$ cat config.mk
export PLATFORM = sky130hd
export DESIGN_NAME = bin_maxpool_2x2_flat
export DESIGN_NICKNAME = d
export VERILOG_FILES = /design/src/rtl/bin_maxpool_2x2_pkg.sv /design/src/rtl/bin_maxpool_2x2_if.sv /design/src/rtl/bin_maxpool_2x2_pool_row_or.sv /design/src/rtl/bin_maxpool_2x2.sv /design/src/flat_wrapper.sv
export SDC_FILE = /design/constraint.sdc
export NUM_CORES = 1
export LEC_CHECK = 0
export ABC_AREA = 0
export ABC_CLOCK_PERIOD_IN_PS = 7210
export BUFFER_PORTS_ARGS = -buffer_cell sky130_fd_sc_hd__buf_2
export CORE_ASPECT_RATIO = 2
export CORE_MARGIN = 5
export CORE_UTILIZATION = 24
export CTS_CLUSTER_SIZE = 30
export DETAILED_ROUTE_END_ITERATION = 8
export PLACE_DENSITY = 0.43
export SYNTH_ARGS = -nofsm -noshare
export SYNTH_HDL_FRONTEND = slang
export SYNTH_SLANG_ARGS = --single-unit
$ cat constraint.sdc
create_clock -name clk -period 7.21 [get_ports clk]
set_input_delay 0.3605 -clock clk [delete_from_list [all_inputs] [get_ports clk]]
set_output_delay 0.3605 -clock clk [all_outputs]
set_load 0.01 [all_outputs]
$ cat src/rtl/bin_maxpool_2x2_pkg.sv
// Shared constants, legal map sizes and FSM state encoding for the 2x2 binary max-pool engine.
package bin_maxpool_2x2_pkg;

  localparam int ADDR_W = 12;
  localparam int DATA_W = 16;
  localparam logic [DATA_W-1:0] TERM_WORD = 16'h00FF;

  localparam logic [DATA_W-1:0] N_LEGAL_0 = 16'd8;
  localparam logic [DATA_W-1:0] N_LEGAL_1 = 16'd10;
  localparam logic [DATA_W-1:0] N_LEGAL_2 = 16'd14;

  typedef enum logic [2:0] {
    IDLE = 3'd0,
    HDR  = 3'd1,
    EVEN = 3'd2,
    ODD  = 3'd3,
    TERM = 3'd4
  } state_t;

  // Any header other than a supported map size ends the map list.
  function automatic logic is_legal_n(input logic [DATA_W-1:0] hdr);
    return (hdr == N_LEGAL_0) || (hdr == N_LEGAL_1) || (hdr == N_LEGAL_2);
  endfunction

endpackage

$ cat src/rtl/bin_maxpool_2x2_if.sv
// SRAM-side bus of the max-pool engine: a read port into the convolution results and a write port for pooled words.
interface bin_maxpool_2x2_if #(
  parameter int AW = bin_maxpool_2x2_pkg::ADDR_W,
  parameter int DW = bin_maxpool_2x2_pkg::DATA_W
);
  logic [AW-1:0] dut_sram_read_address;
  logic [DW-1:0] sram_dut_read_data;
  logic [AW-1:0] dut_sram_write_address;
  logic [DW-1:0] dut_sram_write_data;
  logic          dut_sram_write_enable;

  modport master (
    output dut_sram_read_address,
    input  sram_dut_read_data,
    output dut_sram_write_address,
    output dut_sram_write_data,
    output dut_sram_write_enable
  );

  modport slave (
    input  dut_sram_read_address,
    output sram_dut_read_data,
    input  dut_sram_write_address,
    input  dut_sram_write_data,
    input  dut_sram_write_enable
  );
endinterface

$ cat src/rtl/bin_maxpool_2x2_pool_row_or.sv
// Combinational 2x2 OR-pool of one row pair: output bit j covers columns 2j and 2j+1 of both rows.
module pool_row_or
  import bin_maxpool_2x2_pkg::*;
(
  input  logic [15:0] row_even,
  input  logic [15:0] row_odd,
  input  logic [3:0]  n,
  output logic [15:0] pooled
);

  // Columns at or beyond n carry no pixels, so only the first n/2 output bits are populated.
  always_comb begin
    pooled = 16'h0000;
    for (int j = 0; j < 8; j++) begin
      if ((2 * j + 2) <= int'(n)) begin
        pooled[j] = row_even[2*j] | row_even[2*j+1] | row_odd[2*j] | row_odd[2*j+1];
      end else begin
        pooled[j] = 1'b0;
      end
    end
  end

endmodule

$ cat src/rtl/bin_maxpool_2x2.sv
// Streams binary feature maps from SRAM, OR-pools each 2x2 block and writes the halved maps plus a terminator.
module bin_maxpool_2x2 #(
  parameter int ADDR_W = bin_maxpool_2x2_pkg::ADDR_W,
  parameter int DATA_W = bin_maxpool_2x2_pkg::DATA_W,
  parameter logic [DATA_W-1:0] TERM_WORD = bin_maxpool_2x2_pkg::TERM_WORD
) (
  input  logic              clk,
  input  logic              reset_b,
  input  logic              dut_run,
  output logic              dut_busy,
  bin_maxpool_2x2_if.master sram
);
  import bin_maxpool_2x2_pkg::*;

  state_t      state_r;
  logic [3:0]  n_r;
  logic [2:0]  pair_r;
  logic [15:0] even_r;
  logic [15:0] pooled_s;

  pool_row_or u_pool (
    .row_even (even_r),
    .row_odd  (sram.sram_dut_read_data),
    .n        (n_r),
    .pooled   (pooled_s)
  );

  // Even-row buffer holds its row until the odd partner arrives; no reset needed.
  always_ff @(posedge clk) begin
    if (state_r == EVEN) begin
      even_r <= sram.sram_dut_read_data;
    end
  end

  // Control FSM. The state names what the read data currently is, since the address
  // for each word is issued one cycle ahead and reads run back to back within a map.
  always_ff @(posedge clk) begin
    if (!reset_b) begin
      state_r                     <= IDLE;
      dut_busy                    <= 1'b0;
      n_r                         <= 4'd0;
      pair_r                      <= 3'd0;
      sram.dut_sram_read_address  <= '0;
      sram.dut_sram_write_address <= '0;
      sram.dut_sram_write_data    <= '0;
      sram.dut_sram_write_enable  <= 1'b0;
    end else begin
      if (sram.dut_sram_write_enable) begin
        sram.dut_sram_write_address <= sram.dut_sram_write_address + ADDR_W'(1);
      end
      sram.dut_sram_write_enable <= 1'b0;
      case (state_r)
        IDLE: begin
          if (dut_run) begin
            state_r                    <= HDR;
            dut_busy                   <= 1'b1;
            sram.dut_sram_read_address <= sram.dut_sram_read_address + ADDR_W'(1);
          end
        end
        HDR: begin
          sram.dut_sram_write_enable <= 1'b1;
          if (is_legal_n(sram.sram_dut_read_data)) begin
            state_r                    <= EVEN;
            n_r                        <= sram.sram_dut_read_data[3:0];
            pair_r                     <= 3'd0;
            sram.dut_sram_write_data   <= sram.sram_dut_read_data >> 1;
            sram.dut_sram_read_address <= sram.dut_sram_read_address + ADDR_W'(1);
          end else begin
            state_r                  <= TERM;
            sram.dut_sram_write_data <= TERM_WORD;
          end
        end
        EVEN: begin
          state_r                    <= ODD;
          sram.dut_sram_read_address <= sram.dut_sram_read_address + ADDR_W'(1);
        end
        ODD: begin
          sram.dut_sram_write_enable <= 1'b1;
          sram.dut_sram_write_data   <= DATA_W'(pooled_s);
          sram.dut_sram_read_address <= sram.dut_sram_read_address + ADDR_W'(1);
          pair_r                     <= pair_r + 3'd1;
          state_r                    <= ((pair_r + 3'd1) == n_r[3:1]) ? HDR : EVEN;
        end
        TERM: begin
          state_r                     <= IDLE;
          dut_busy                    <= 1'b0;
          sram.dut_sram_read_address  <= '0;
          sram.dut_sram_write_address <= '0;
        end
        default: begin
          state_r                     <= IDLE;
          dut_busy                    <= 1'b0;
          sram.dut_sram_read_address  <= '0;
          sram.dut_sram_write_address <= '0;
        end
      endcase
    end
  end

endmodule

$ cat src/flat_wrapper.sv
// flat-port wrapper written by rule: the top's interface ports become plain ports
module bin_maxpool_2x2_flat import bin_maxpool_2x2_pkg::*;
#(
  parameter int ADDR_W = bin_maxpool_2x2_pkg::ADDR_W,
  parameter int DATA_W = bin_maxpool_2x2_pkg::DATA_W,
  parameter logic [DATA_W-1:0] TERM_WORD = bin_maxpool_2x2_pkg::TERM_WORD
)
  (clk, reset_b, dut_run, dut_busy, sram_dut_sram_read_address, sram_sram_dut_read_data, sram_dut_sram_write_address, sram_dut_sram_write_data, sram_dut_sram_write_enable);
  bin_maxpool_2x2_if sram_i ();
  input  logic clk;
  input  logic reset_b;
  input  logic dut_run;
  output logic dut_busy;
  output wire logic [$bits(sram_i.dut_sram_read_address)-1:0] sram_dut_sram_read_address;
  input wire logic [$bits(sram_i.sram_dut_read_data)-1:0] sram_sram_dut_read_data;
  output wire logic [$bits(sram_i.dut_sram_write_address)-1:0] sram_dut_sram_write_address;
  output wire logic [$bits(sram_i.dut_sram_write_data)-1:0] sram_dut_sram_write_data;
  output wire logic [$bits(sram_i.dut_sram_write_enable)-1:0] sram_dut_sram_write_enable;
  assign sram_dut_sram_read_address = sram_i.dut_sram_read_address;
  assign sram_i.sram_dut_read_data = sram_sram_dut_read_data;
  assign sram_dut_sram_write_address = sram_i.dut_sram_write_address;
  assign sram_dut_sram_write_data = sram_i.dut_sram_write_data;
  assign sram_dut_sram_write_enable = sram_i.dut_sram_write_enable;
  bin_maxpool_2x2 #(.ADDR_W(ADDR_W), .DATA_W(DATA_W), .TERM_WORD(TERM_WORD)) u_core (.clk(clk), .reset_b(reset_b), .dut_run(dut_run), .dut_busy(dut_busy), .sram(sram_i));
endmodule
# Yosys cells after proc, flatten, opt, wreduce, memory -nomap -nowiden
# Index checks and enable logic that the tools add are counted.
# Widths: inputs -> output; s select.
# word_totals
inputBits,19
regBits,66
word_cells,84
out_inout_bits,42
# op_classes
addsub,3
mux,21
n_eq_ne,9
n_reduce_logical,13
bitwise_logic,22
n_lt_le_gt_ge,7
# ops
operator,n
$eq 16x4->1 const B,3
$pmux 12 s3,1
$pmux 16 s2,1
$add 12x1->12 const B,2
$mux 12,2
$or 1x1->1,21
$le 4x4->1 const A,4
$mux 15,1
$pmux 3 s4,1
$reduce_and 2->1,5
$mux 1,9
$mux 3,3
$le 3x4->1 const A,2
$eq 3x2->1 const B,2
$pmux 3 s2,1
$le 2x4->1 const A,1
$reduce_or 2->1,2
$reduce_or 4->1,1
$add 3x1->3 const B,1
$eq 3x1->1 const B,1
$eq 3x3->1,1
$logic_not 3->1,1
$reduce_or 3->1,1
$logic_or 1x1->1,2
other kinds (6),6

# Logic depth before layout (Yosys ltp)
# Gate-level depths: netlist of run 1.
# depth
ltp_word,5
ltp_mapped,8
mapped_depth_nobuf,6

# By module
# From an unflattened synthesis of run 1, not the netlist that was laid out.
# unflattened
cells_unflattened,315
area_unflattened_um2,3025.4
# modules_own_cells
module,instances,seq_area_each_um2,area_per_inst_um2,cells_each
bin_maxpool_2x2,1,1521.5,2845.2,287
pool_row_or,1,0.0,180.2,28

# Least setup slack after synthesis of run 1
# Ideal clock, no wire load.
# synth_timing
kind,flip-flop to flip-flop
start,reg u_core.state_r[1]
end,"reg u_core.even_r[0], enable pin"
path_slack_ps,4854
arrival_ps,1950
n_path_buf,2
setup_ps,406
t_required_ps,6804
synth_period_minus_slack_ps,2356
path_stages_with_launch,4
cell_sequence,dfxtp_1 -> clkbuf_1 -> clkbuf_1 -> nor3b_1
# synth_between
elab_chain_len,1
# synth_lines
item,line,source
from (decl),bin_maxpool_2x2.sv:15,state_t state_r;
from (signal assigned),bin_maxpool_2x2.sv:82,state_r <= ((pair_r + 3'd1) == n_r[3:1]) ? HDR : EVEN;
$eq 3x2->1,bin_maxpool_2x2.sv:30,if (state_r == EVEN) begin
to (signal assigned),bin_maxpool_2x2.sv:31,even_r <= sram.sram_dut_read_data;
to (decl),bin_maxpool_2x2.sv:18,logic [15:0] even_r;
# No other way between the ends.
# A chain may end at the register's enable or synchronous reset.

# Worst setup path after layout of run 1
# layout_timing
start,reg u_core.state_r[1]
end,reg u_core.sram.dut_sram_read_address[11]
# layout_between
elab_chain_len,3
word_cells_on_any_way,9
classes_between,eq/ne: 5; mux: 1; reduce/logical: 3
# layout_lines
item,line,source
$eq 3x2->1 (tied with other cells),bin_maxpool_2x2.sv:52,case (state_r)
$reduce_or 2->1 (no line) (tied with other cells),n/a,
$pmux 12 s3 / $reduce_and 2->1 (equally long branches),n/a,
to (signal assigned),bin_maxpool_2x2.sv:57,sram.dut_sram_read_address <= sram.dut_sram_read_address + ADDR_W'(1);
to (signal assigned),bin_maxpool_2x2.sv:67,sram.dut_sram_read_address <= sram.dut_sram_read_address + ADDR_W'(1);
to (signal assigned),bin_maxpool_2x2.sv:75,sram.dut_sram_read_address <= sram.dut_sram_read_address + ADDR_W'(1);
to (decl),bin_maxpool_2x2_if.sv:13,"output dut_sram_read_address,"
# Several ways; a longest one is shown, not always the timed one.

==> results of run 1 <==
[final timing paths]
kind | start | endpoint | slack [ps] | cells past startpoint
max | u_core.state_r[1] | u_core.sram.dut_sram_read_address[11] | 5050 | 5
min | sram_sram_dut_read_data[7] | u_core.even_r[7] | 220 | 1
max reg2reg | u_core.state_r[1] | u_core.sram.dut_sram_read_address[11] | 5050 | 5
min reg2reg | u_core.pair_r[1] | u_core.pair_r[1] | 470 | 2
[area by class of cell]
type	instances	area share
tap	140	0.0526
multi-input combinational	191	0.352
inverter	2	0.00225
timing repair buffer	59	0.0887
clock buffer	12	0.0710
clock inverter	4	0.00639
sequential	64	0.427
[sequential cells by signal (all words and copies together), names as in the netlist]
register	count
u_core.pair_r	3
u_core.state_r	3
u_core.sram.dut_sram_write_address	12
u_core.sram.dut_sram_write_enable	1
u_core.n_r	3
u_core.sram.dut_sram_read_address	12
u_core.even_r	14
u_core.dut_busy	1
u_core.sram.dut_sram_write_data	15
[power by group through the flow]
stage                     combinational [mW]  sequential (mW)  clock (mW)
after floorplan                       0.0318            0.394           0
after global placement                0.0567            0.394           0
after detailed placement              0.0572            0.394           0
after CTS                             0.0573            0.387       0.398
after global routing                  0.0634            0.388       0.414
final                                 0.0548            0.386       0.383
[logic make-up after synthesis]
group           after synthesis
flops                        64
compound gates               55
fa+ha+maj                     3
buf+inv                      18
other cells                   1
mux                           5
simple gates                112
xor+xnor                     15
[critical path, stage by stage (launching register included)]
cell and delay [ps]:
dfxtp_1 700, o41a_1 340, nand4_1 280, nor2_1 160, or4b_1 440, a21oi_1 150
[layout by cell type, fill, tap and decap left out, drive strengths merged, types with 6 or more instances in the layout]
cell type,instances
o21ai,16
xor2,8
nor2,30
nand4,7
xnor2,7
or3,7
edfxtp,14
nand2,23
buf,59
and3,11
a21oi,18
nand3,6
clkbuf,12
dfxtp,50
[per-stage QoR]
step | setup WS (ps) | area [sq um] | hold slack (ps) | instances | util
floorplan | 4850 | 2670 | 440 | 273 | -
global placement | 4810 | 3070 | 460 | 456 | 0.282
detailed placement | 4750 | 3070 | 462 | 456 | 0.282
CTS | 4940 | 3330 | 203 | 472 | 0.306
global route | 4670 | 3330 | 209 | 472 | 0.306
finish | 5050 | 3330 | 219 | 472 | 0.306
[metal layers]
layer / GRT usage / wire, microns / up-vias / share of wire
li1: - / - / 1096 / -
met2: 0.191 / 3710 / 40 / 0.55
met1: 0.106 / 2670 / 985 / 0.39
met4: 0.0483 / 144 / 0 / 0.021
met3: 0.0368 / 285 / 10 / 0.042
met5: 0 / 0 / - / 0
==> flow_metrics.tcl, run 1 <==
set metrics [dict create \
    clock_latency_ps 330 \
    start_util 0.245 \
    critPathKind "register to register" \
    drive_gt1_frac 0.232 \
    core_area_sq_um 10900 \
    setup_tns_ps 0 \
    crit_arrival_ps 2400 \
    wl_per_cell_microns 14.4 \
    nets 349 \
    synth-simple-area-share 0.218 \
    syn_inst 273 \
    num_vias 2131 \
    muxShareOfSynthArea 0.0188 \
    area.growth.synth_to_final_pct 24.8 \
    period_share 0.300 \
    swShare 0.240 \
    synth-seq-area-share 0.533 \
    finalPower_mw 0.824 \
    synth.most_common_cell "dfxtp_1" \
    hold_violations 0 \
    critPathMaxFanout 19 \
    rsz0062_at_grt "no" \
    multi_input_area_sq_um 1170 \
    switchingPower_mw 0.198 \
    synth_top_family_by_area "simple AND/OR/NAND/NOR gates" \
    power.density_nw_per_um2 247 \
    crit_required_ps 7450 \
    io_pins 61 \
    synth_commonest_cells "dfxtp_1, nor2_1, nand2_1" \
    dp_hpwl_mm 4.96 \
    synthAdderAreaFrac 0.0141 \
    die-area_sq_um 13500 \
    ctsLongestPathBuffers 2 \
    max-vdd-ir-drop_mv 0.115 \
    max_cap_viol_count 0 \
    power_frac_comb 0.066 \
    slew_violations 0 \
    setup_viol 0 \
    worstSetupStartpointType "register" \
    internal_power_mw 0.626 \
    async_flop_share 0 \
    die_w_microns 84.6 \
    fmax_ghz 0.463 \
    rows 54 \
    synth_compound_area_frac 0.136 \
    gp_congestion 0.735 \
    ys_warn_count 0 \
    postCtsResizedCells 0 \
    synth_xor_area_frac 0.0492 \
    cts-root-buf "clkbuf_16" \
    synth_edf_count 14 \
    seq_area_sq_um 1420 \
    grt_pass1_vias 2093 \
    grt_start_max_net_pins 29 \
    grt_overflow 0 \
    dr.pass1.iters 4 \
    h-tree-depth 3 \
    skew_ps 6.52 \
    p_leak_nw 1.31 \
    antenna_found_initial 0 \
    synth_flop_cell "dfxtp_1" \
    worst-slew-pin-transition_ps 1120 \
    die_h_microns 159 \
    fin_crit_ps 2160 \
    grt_usage 0.106 \
    p_seq_frac 0.469 \
    cts_tree "built" \
    postRouteAntennaNets 0 \
    clkPwrFrac 0.464 \
    first_iter_violations 57 \
    portBuffers 59 \
    status "finished clean" \
    cts_setup_buffers 0 \
    min_path_type "primary input to register" \
    cts_hold_buf 0 \
    path_clk_slew_ps 50 \
    cts.sinks 64 \
    post-route-drc-count 0 \
    synthesis.nets 295 \
    synth_area_sq_um 2670 \
    ys_types 45 \
    yosysTopAreaCellShare 0.375 \
    endpoint_kind "register" \
    synth_seq_cells 64 \
    antenna_cells 0 \
    avgSynthCellArea_sq_um 9.78 \
    cts_buffers 9 \
    synthTopCellsByArea "dfxtp_1, edfxtp_1, nor2_1, a21oi_1, nand2_1" \
    grt_pass1_wl_mm 10.9 \
    routed_wl_mm 6.81 \
    routed_via_density 4.51 \
    relSlewSlack 0.249 \
    synth_top_cell_by_area "dfxtp_1" \
    fill_cells 1171 \
]
Power figures use the tool's default switching activity.
==> inputs of run 2 (changes only) <==
--- a/config.mk
+++ b/config.mk
@@ -6,7 +6,7 @@
 export NUM_CORES = 1
 export LEC_CHECK = 0
 export ABC_AREA = 0
-export ABC_CLOCK_PERIOD_IN_PS = 7210
+export ABC_CLOCK_PERIOD_IN_PS = 2200
 export BUFFER_PORTS_ARGS = -buffer_cell sky130_fd_sc_hd__buf_2
 export CORE_ASPECT_RATIO = 2
 export CORE_MARGIN = 5
==> constraint.sdc (replaced) <==
create_clock -name clk -period 2.2 [get_ports clk]
set_input_delay 0.11 -clock clk [delete_from_list [all_inputs] [get_ports clk]]
set_output_delay 0.11 -clock clk [all_outputs]
set_load 0.01 [all_outputs]
==> flow_metrics.tcl, run 2 (synthesis results as in run 1) <==
set metrics [dict create \
    status "finished clean" \
    first_iter_violations 49 \
    finalPower_mw 3.01 \
    ctsLongestPathBuffers 2 \
    core_area_sq_um 10900 \
    wl_per_cell_microns 14.2 \
    period_share 0.902 \
    p_leak_nw 1.43 \
    routed_via_density 4.51 \
    critPathMaxFanout 23 \
    crit_arrival_ps 2230 \
    hold_start "sram_sram_dut_read_data[11]" \
    routed_wl_mm 6.98 \
    power.density_nw_per_um2 842 \
    die_w_microns 84.6 \
    dr.pass1.iters 4 \
    mostFrequentLayoutCells "buf_2, dfxtp_1, nor2_1, nand2_1, a21oi_1" \
    critPathKind "primary input to register" \
    layout_commonest_cell "buf_2" \
    dp_hpwl_mm 5.18 \
    path_clk_slew_ps 50 \
    skew_ps 8.64 \
    worstRegToRegCells 5 \
    grt_usage 0.107 \
    crit_required_ps 2450 \
    hold_violations 0 \
    max_cap_viol_count 0 \
    fin_crit_ps 1980 \
    nets 369 \
    cts.sinks 64 \
    drive_gt1_frac 0.253 \
    top_regs "u_core.sram.dut_sram_write_data: 15 flops, u_core.even_r: 14 flops" \
    num_vias 2221 \
    worstSetupStartpointType "primary input" \
    max-vdd-ir-drop_mv 0.388 \
    cp_cell_sequence "dlygate4sd3_1 > buf_2 > nor2_1 > and4_1 > a21boi_2 > or4_1 > a21oi_1" \
    area.growth.synth_to_final_pct 33.9 \
    setup_tns_ps 0 \
    antenna_found_initial 0 \
    grt_pass1_vias 2228 \
    r2r_end "u_core.sram.dut_sram_read_address[11]" \
    rows 54 \
    min_path_type "primary input to register" \
    rsz0062_at_grt "no" \
    grt_pass1_wl_mm 11.4 \
    critPathMaxStageDelay_ps 560 \
    io_pins 61 \
    largest-register "u_core.sram.dut_sram_write_data" \
    worst-slew-pin-transition_ps 809 \
    setup_viol 0 \
    largest_reg_flops 15 \
    postRouteAntennaNets 0 \
    gp_congestion 0.718 \
    clock_latency_ps 330 \
    start_util 0.245 \
    cts_setup_buffers 0 \
    h-tree-depth 3 \
    portBuffers 59 \
    cts-root-buf "clkbuf_16" \
    endpoint_kind "register" \
    fmax_ghz 0.504 \
    post-route-drc-count 0 \
    relSlewSlack 0.458 \
    slew_violations 0 \
    die_h_microns 159 \
    whs_path_depth 1 \
    slowest_stage "or4_1" \
    r2r_start "u_core.state_r[0]" \
    die-area_sq_um 13500 \
    r2r_setup_slack_ps 250 \
    antenna_cells 0 \
    grt_start_max_net_pins 28 \
    grt_overflow 0 \
    cts_tree "built" \
    min_to "u_core.even_r[11]" \
    cts_buffers 9 \
]
[run 2: how the worst max path moves through the flow]
stage,from,end,slack [ps],cells after the start
after floorplan,u_core.state_r[1],u_core.even_r[0],330,3
after global placement,sram_sram_dut_read_data[0],u_core.sram.dut_sram_write_data[0],150,8
after detailed placement,sram_sram_dut_read_data[0],u_core.sram.dut_sram_read_address[9],100,6
after CTS,sram_sram_dut_read_data[7],u_core.sram.dut_sram_read_address[9],210,7
after global routing,u_core.state_r[0],u_core.sram.dut_sram_read_address[11],50,5
final,sram_sram_dut_read_data[7],u_core.sram.dut_sram_read_address[9],220,7
[run 2: repair_timing]
item / in CTS / in global routing
hold endpoints to repair: 10 / 0
hold buffers: 10 / 0
gates resized for setup: 0 / 0
[run 2: metal layers]
metal | GRT usage | share of wire
met1 | 0.111 | 0.38
met2 | 0.192 | 0.55
met3 | 0.0274 | 0.038
met4 | 0.0569 | 0.026
met5 | 0 | 0
[run 2: final cells by class]
type	count	area, sq um
Clock buffer	13	283
Clock inverter	3	45.0
Fill cell	1148	7300
Inverter	2	7.51
Multi-Input combinational cell	191	1170
Sequential cell	64	1420
Tap cell	140	175
Timing Repair Buffer	79	470
[run 2: through the flow]
step                      instances  utilization  instance area, sq um  hold WS [ps]  setup slack [ps]
after floorplan                 273            -                  2670           209               327
after global placement          466        0.289                  3150           303               145
after detailed placement        466        0.289                  3150           303               102
after CTS                       492        0.329                  3570          15.4               207
after global routing            492        0.329                  3570          25.2              49.6
final                           492        0.329                  3570          30.1               216
[run 2: worst max-delay path: cells and delay by family]
kind | cells | cell delay (ps)
AOI/OAI and AO/OA | 2 | 390
and+or+nand+nor | 3 | 1060
buffers and inverters | 2 | 670
[run 2: power breakdown]
part | internal, mW | switching (mW)
logic | 0.0932 | 0.122
clock network | 1.02 | 0.514
registers | 1.23 | 0.0327
